--- config.mk ---
export PLATFORM = sky130hd
export DESIGN_NAME = lpc_sequencer
export DESIGN_NICKNAME = d
export VERILOG_FILES = /design/src/rtl/lpc_sequencer.sv
export SDC_FILE = /design/constraint.sdc
export NUM_CORES = 1
export LEC_CHECK = 0
export ABC_AREA = 1
export CORE_ASPECT_RATIO = 0.6
export CORE_UTILIZATION = 22
export CTS_BUF_LIST = sky130_fd_sc_hd__clkbuf_2 sky130_fd_sc_hd__clkbuf_4 sky130_fd_sc_hd__clkbuf_8
export DETAILED_ROUTE_END_ITERATION = 7
export GPL_ROUTABILITY_DRIVEN = 0
export PLACE_DENSITY = 0.81
export SYNTH_ARGS = -nofsm -noshare
export SYNTH_HDL_FRONTEND = slang
export SYNTH_SLANG_ARGS = --single-unit
export TNS_END_PERCENT = 1
--- constraint.sdc ---
create_clock -name clk -period 1.3 [get_ports clk]
set_clock_uncertainty 0.1 [all_clocks]
set_input_delay 0.195 -clock clk [delete_from_list [all_inputs] [get_ports clk]]
set_output_delay 0.195 -clock clk [all_outputs]
set_load 0.01 [all_outputs]
--- src/rtl/lpc_sequencer.sv ---
// lpc_sequencer: runs autocorr -> lag window -> levinson and muxes their shared memory port.
// Define LPC_SEQ_TIMEOUT_EN to abort a stage that runs TIMEOUT cycles without its done pulse.
module lpc_sequencer #(
    parameter int TIMEOUT = 4096
) (
    input  logic        clk,
    input  logic        reset,
    input  logic        start,
    input  logic        testMode,
    input  logic [2:0]  stageDone,
    input  logic [2:0]  reqWrite,
    input  logic [32:0] reqAddr,
    input  logic [95:0] reqData,
    input  logic        testWriteEnable,
    input  logic [10:0] testWriteRequested,
    input  logic [31:0] testWriteOut,
    input  logic [10:0] testReadRequested,
    output logic [2:0]  stageStart,
    output logic        memWrite,
    output logic [10:0] memAddr,
    output logic [31:0] memDataOut,
    output logic [1:0]  stage,
    output logic        busy,
    output logic        done,
    output logic        error
);
    typedef enum logic [2:0] {IDLE, RUN_AC, RUN_LAG, RUN_LEV, DONE, ERROR} state_t;

    state_t     state_q, state_d;
    logic [2:0] stage_start_q, stage_start_d;
    logic       expired, run_ac, run_lag, run_lev, test_sel;

`ifdef LPC_SEQ_TIMEOUT_EN
    logic [15:0] cnt_q, cnt_d;
    assign expired = cnt_q == 16'(TIMEOUT - 1);
    assign cnt_d   = (state_d != state_q) ? 16'd0 : cnt_q + 16'd1;
    assign error   = state_q == ERROR;
    always_ff @(posedge clk or negedge reset) begin
        if (!reset) cnt_q <= '0;
        else        cnt_q <= cnt_d;
    end
`else
    logic unused_timeout;
    assign unused_timeout = ^TIMEOUT;
    assign expired = 1'b0;
    assign error   = 1'b0;
`endif

    // stageDone is tested before expiry so a done in the last allowed cycle wins
    always_comb begin
        state_d = state_q;
        case (state_q)
            IDLE:    state_d = start ? RUN_AC : IDLE;
            RUN_AC:  state_d = stageDone[0] ? RUN_LAG : expired ? ERROR : RUN_AC;
            RUN_LAG: state_d = stageDone[1] ? RUN_LEV : expired ? ERROR : RUN_LAG;
            RUN_LEV: state_d = stageDone[2] ? DONE : expired ? ERROR : RUN_LEV;
            DONE:    state_d = IDLE;
            ERROR:   state_d = start ? RUN_AC : ERROR;
            default: state_d = IDLE;
        endcase
        stage_start_d = {state_d == RUN_LEV && state_q != RUN_LEV,
                         state_d == RUN_LAG && state_q != RUN_LAG,
                         state_d == RUN_AC  && state_q != RUN_AC};
    end

    always_ff @(posedge clk or negedge reset) begin
        if (!reset) begin
            state_q       <= IDLE;
            stage_start_q <= '0;
        end else begin
            state_q       <= state_d;
            stage_start_q <= stage_start_d;
        end
    end

    assign run_ac     = state_q == RUN_AC;
    assign run_lag    = state_q == RUN_LAG;
    assign run_lev    = state_q == RUN_LEV;
    assign busy       = run_ac | run_lag | run_lev;
    assign done       = state_q == DONE;
    assign stage      = run_ac ? 2'd0 : run_lag ? 2'd1 : run_lev ? 2'd2 : 2'd3;
    assign stageStart = stage_start_q;
    assign test_sel   = testMode & ~busy;

    assign memWrite   = run_lev ? reqWrite[2] : run_lag ? reqWrite[1] : run_ac ? reqWrite[0] :
                        test_sel & testWriteEnable;
    assign memAddr    = run_lev ? reqAddr[32:22] : run_lag ? reqAddr[21:11] : run_ac ? reqAddr[10:0] :
                        !test_sel ? 11'd0 : testWriteEnable ? testWriteRequested : testReadRequested;
    assign memDataOut = run_lev ? reqData[95:64] : run_lag ? reqData[63:32] : run_ac ? reqData[31:0] :
                        test_sel ? testWriteOut : 32'd0;
endmodule

==> results of run 1 <==
==> synth_stat cells (all sizes together) <==
| cell | number | area [sq um] |
|---|---|---|
| a21oi | 1 | 5.00 |
| buf | 18 | 159 |
| clkbuf | 7 | 26.3 |
| conb | 1 | 3.75 |
| dfrtp | 6 | 150 |
| inv | 22 | 85.1 |
| nand2 | 156 | 601 |
| nand3 | 45 | 225 |
| nand4 | 45 | 282 |
| nor2 | 10 | 63.8 |
| nor3 | 2 | 10.0 |
| o21ai | 13 | 65.1 |
==> worst max-delay path, cell delays in order (launching register included) <==
cell and delay (ps):
dfrtp_2 420, buf_12 140, buf_12 120, nor2_4 110
nand2_4 80, inv_6 80, buf_12 110, buf_12 120
nand2_1 50, nand4_1 70, buf_2 140
==> where the power goes <==
| group | internal (mW) | leakage [nW] | switching (mW) |
|---|---|---|---|
| Clock | 0.199 | 0.0216 | 0.0795 |
| Sequential | 0.260 | 0.0746 | 0.0819 |
| Combinational | 3.68 | 1.95 | 3.52 |
| Total | 4.13 | 2.05 | 3.68 |
==> stage by stage <==
step | setup slack, ps | hold slack [ps] | cell area, sq um
finish | -641 | 113 | 4640
detailed placement | -792 | 355 | 4390
CTS | -644 | 113 | 4600
floorplan | -68.1 | -201 | 1720
global placement | -727 | 346 | 4390
global route | -719 | 137 | 4640
==> worst min-delay path by stage <==
stage | start | end | slack (ps) | cells after the start
floorplan | reset | stageStart[0]$_DFF_PN0_ | -200 | 0
global placement | reset | stageStart[1]$_DFF_PN0_ | 350 | 1
detailed placement | reset | stageStart[1]$_DFF_PN0_ | 360 | 1
CTS | reset | stageStart[0]$_DFF_PN0_ | 110 | 1
global route | reset | stageStart[0]$_DFF_PN0_ | 140 | 1
finish | reset | stageStart[0]$_DFF_PN0_ | 110 | 1
==> cell type report <==
type | count | area (sq um) | area share (%)
clock buffers | 3 | 41.3 | 0.890
flip-flops and latches | 6 | 154 | 3.32
inverters | 22 | 92.6 | 2.00
well taps | 104 | 130 | 2.80
multi-input cells | 273 | 1340 | 28.8
repair buffers | 289 | 2890 | 62.2
==> logic make-up after synthesis <==
logic type	Yosys count	synth area share, %
compound gates	14	4.18
buf+inv	47	16.1
flops	6	8.96
other cells	1	0.224
simple gates	258	70.5
==> layer usage <==
metal,share of wire [%],vias to the layer above
met1,41,1469
met5,0,-
li1,-,1624
met2,51,158
met4,0.74,0
met3,7.5,10
==> timing repair <==
item | 4_1_cts | 5_1_grt
resized for setup | 220 | 16
pin swaps | 9 | 3
gates cloned | 6 | 0
setup endpoints to repair | 56 | 53
buffers inserted | 14 | 0
endpoints found under the hold margin | 0 | 0
==> sequential cells by signal, indices dropped and copies added (netlist names) <==
name	flops
stageStart	3
state_q	3
==> impl_metrics.yaml, run 1 <==
placement:
  dp.cells: 674
  port-buffer-count: 244
  dp_hpwl_um: 7890
sta:
  period_share_pct: 149
  fmax_mhz: 515
  slew_viol_final: 0
  setup_ws_ps: -641
  hold_viol: 0
  fin_crit_ps: 1940
  rsz0062_at_grt: "true"
  setup_violations: 53
  finalSetupTns_ps: -29300
global_route:
  grt_antenna_before_repair: 0
  met1_usage_pct: 31.5
  grt_max_degree: 25
  grt-ovfl-total: 0
  grt_util_met2_pct: 50.8
  track_usage_pct: 26.4
  gr-max-usage-layer: "met2"
  grt_pass1_wl_um: 16600
  grt_pass1_vias: 3346
  met3_usage_pct: 3.67
die:
  core_sq_um: 7330
  die-height_um: 69.6
  rows: 24
  dieArea_sq_um: 7980
  io_pins: 246
  dieWidth_um: 115
  start_util_pct: 22.9
worst_setup_path:
  timing.rr.end: "stageStart[0]$_DFF_PN0_"
  end_kind: "output pin"
  reg2reg_from: "state_q[1]$_DFF_PN0_"
  path_class: "flip-flop to output pin"
  critPathLaunchType: "flip-flop"
  startpoint: "state_q[1]$_DFF_PN0_"
  reg2regPathDepth: 11
  reg2reg_slack_ps: -300
  worstPathRequired_ps: 1000
  critPathArrivalTime_ps: 1650
  critPathMaxFanout: 11
  crit_path_end: "memDataOut[18]"
layout:
  mostFrequentLayoutCells: "clkdlybuf4s50_1, nand2_1, buf_2"
  fin_util_pct: 63.3
  post_route_cells_drive_above_1_share_pct: 21.4
  n_antenna_cell: 0
  nets: 789
  syn_to_final_growth_pct: 177
  nFillCells: 672
  layout_commonest_cell: "clkdlybuf4s50_1"
  layoutNonFillerInstCount: 697
clock_tree:
  clk_latency_ps: 220
  clk_path_buf_depth: 2
  path_clk_slew_ps: 40
  cts_root_buf: "clkbuf_8"
  htree_levels: 1
  numCtsBuffers: 3
  holdBufCountCts: 0
  clock-sinks: 6
  cts_tree: "yes"
routing:
  ant_nets: 0
  wl_per_cell_um: 15.5
  viasPerCell: 4.68
  drtIter0Drc: 121
  firstDrtPassIters: 6
  drt-total-wl_um: 10800
  drc: 0
  num_vias: 3261
run_status:
  failed_checks: "setup timing"
  outcome: "finished, violations left"
synthesis:
  syn-num-nets: 520
  ys_warn_count: 0
  postSynthAreaPerCell_sq_um: 5.14
  postSynthCellCount: 326
  syn_area_sq_um: 1680
  yosysUniqueCellTypes: 21
  yosysSeqAreaShare_pct: 8.96
  yosys_register_bits: 6
pwr:
  ir_drop_mv: 0.862
  power.density_nw_per_um2: 1680
  p_leak_nw: 2.05
  finalPower_mw: 7.81
min_path:
  hold_path.class: "primary input to async pin"
run:
  max-cap-violations: 0
Note: power is estimated with default switching activity, not from simulation.
==> run 2, diff against run 1 <==
CORE_MARGIN = 2   (was not set)
==> run 2 against run 1 <==
  * The run still ends with setup timing left
  * Global-route usage decreased by 3.3 points
  * Worst hold slack improved by 5.7 ps
  * Utilization decreased by 1.0 points
  * Sequential share of layout area is 0.055 points higher
  * Maximum frequency rose by 5.4%
  * Via count decreased by 0.31%
  * Clock power barely moved
  * Critical endpoint is now memDataOut[2]
  * Largest cell class unchanged
  * Highest routed layer unchanged
==> impl_metrics.yaml, run 2 (synthesized netlist as in run 1, its figures left out) <==
run:
  max-cap-violations: 0
clock_tree:
  cts_tree: "yes"
  clk_path_buf_depth: 2
  cts_root_buf: "clkbuf_8"
  htree_levels: 1
  path_clk_slew_ps: 40
  clock-sinks: 6
  numCtsBuffers: 3
  clk_latency_ps: 220
die:
  rows: 24
  start_util_pct: 22.9
  dieWidth_um: 117
  dieArea_sq_um: 8350
  die-height_um: 71.6
  io_pins: 246
  core_sq_um: 7330
layout:
  syn_to_final_growth_pct: 172
  fin_util_pct: 62.3
  n_antenna_cell: 0
  mostFrequentLayoutCells: "clkdlybuf4s50_1, nand2_1, buf_2"
  layout_commonest_cell: "clkdlybuf4s50_1"
  nets: 790
  nFillCells: 681
  final_cell_area_sq_um: 4560
  post_route_cells_drive_above_1_share_pct: 21.7
run_status:
  outcome: "finished, violations left"
  failed_checks: "setup timing"
worst_setup_path:
  timing.rr.end: "stageStart[0]$_DFF_PN0_"
  end_kind: "output pin"
  critPathArrivalTime_ps: 1550
  critPathLaunchType: "flip-flop"
  worstPathRequired_ps: 1000
  reg2reg_from: "state_q[2]$_DFF_PN0_"
  critPathMaxFanout: 7
  path_class: "flip-flop to output pin"
  reg2reg_slack_ps: -190
  reg2regPathDepth: 9
sta:
  hold_viol: 0
  slew_viol_final: 0
  setup_ws_ps: -542
  period_share_pct: 142
  fmax_mhz: 543
  fin_crit_ps: 1840
  rsz0062_at_grt: "true"
  setup_violations: 51
  fin_hold_ws_ps: 119
min_path:
  hold_path.class: "primary input to async pin"
pwr:
  ir_drop_mv: 0.831
  power.density_nw_per_um2: 1660
  p_leak_nw: 2.02
routing:
  ant_nets: 0
  drc: 0
  drtIter0Drc: 162
  firstDrtPassIters: 5
  drt-total-wl_um: 10200
  num_vias: 3251
  viasPerCell: 4.66
  wl_per_cell_um: 14.7
global_route:
  grt_max_degree: 27
  grt_antenna_before_repair: 0
  grt_pass1_wl_um: 15600
  track_usage_pct: 23.1
  grt_pass1_vias: 3268
  grt-ovfl-total: 0
placement:
  port-buffer-count: 244
  dpl_cell_area_sq_um: 4410
  dp_hpwl_um: 8320
run 2: cell types whose count changed in the layout (fill, tap and decap cells not counted), moves of 2 or more:
cell     change
buf_12       -3
nand3_1      -7
buf_16       -4
buf_6        +2
nand2_2      -2
nand2_1      +4
nand2_4      -2
buf_4        +7
nand3_2      +7
run 2: report_power, final:
group / total, mW / switching [mW] / internal (mW)
Combinational: 6.95 / 3.38 / 3.57
Sequential: 0.323 / 0.0628 / 0.260
Clock: 0.280 / 0.0806 / 0.199
run 2: worst max-delay path by stage:
stage | start | endpoint | slack [ps] | depth (start not counted)
final | state_q[1]$_DFF_PN0_ | memDataOut[2] | -540 | 9
after floorplan | state_q[1]$_DFF_PN0_ | memDataOut[0] | -70 | 6
after global placement | testWriteEnable | memAddr[10] | -790 | 6
after detailed placement | testWriteEnable | memAddr[7] | -790 | 7
after CTS | state_q[1]$_DFF_PN0_ | memDataOut[17] | -590 | 8
after global routing | state_q[1]$_DFF_PN0_ | memDataOut[3] | -620 | 9
run 2: final cells by class:
type	count	area, sq um	area share, %
clock buffer	3	41.3	0.905
inverter	22	97.6	2.14
multi-input combinational	273	1340	29.4
sequential	6	154	3.37
tap	104	130	2.85
timing repair buffer	290	2800	61.3
run 2: critical path, cell delays in order (launching register included):
cell and delay, ps:
dfrtp_2 410, buf_6 140, nor2_4 80, inv_2 60, nand2_4 90, buf_12 120
clkbuf_16 140, nand3_1 70, nand4_1 80, buf_2 140
run 2: metal layers:
metal  wire length, um  global-route usage (%)  vias to the layer above
met5                 0                       0                        -
met4                89                    4.44                        0
met3               871                    3.81                       10
met2              5310                    44.0                      157
met1              3970                    27.4                     1462
li1                  -                       -                     1622
run 2: what timing repair did:
item / 4_1_cts / 5_1_grt
endpoints found under the hold margin: 0 / 0
pin swaps: 19 / 24
endpoints found under the setup margin: 56 / 53
hold buffers: 0 / 0
gates cloned: 3 / 1
resized for setup: 218 / 17
setup buffers: 12 / 2
run 2: per-stage QoR:
stage | total power [mW] | setup slack [ps] | TNS, ps | instances
after floorplan | 3.45 | -68.1 | -2710 | 326
after global routing | 8.14 | -624 | -28190 | 698
final | 7.56 | -542 | -24130 | 698
after global placement | 6.94 | -786 | -31750 | 678
after detailed placement | 7.02 | -786 | -32180 | 678
after CTS | 7.40 | -594 | -25780 | 696
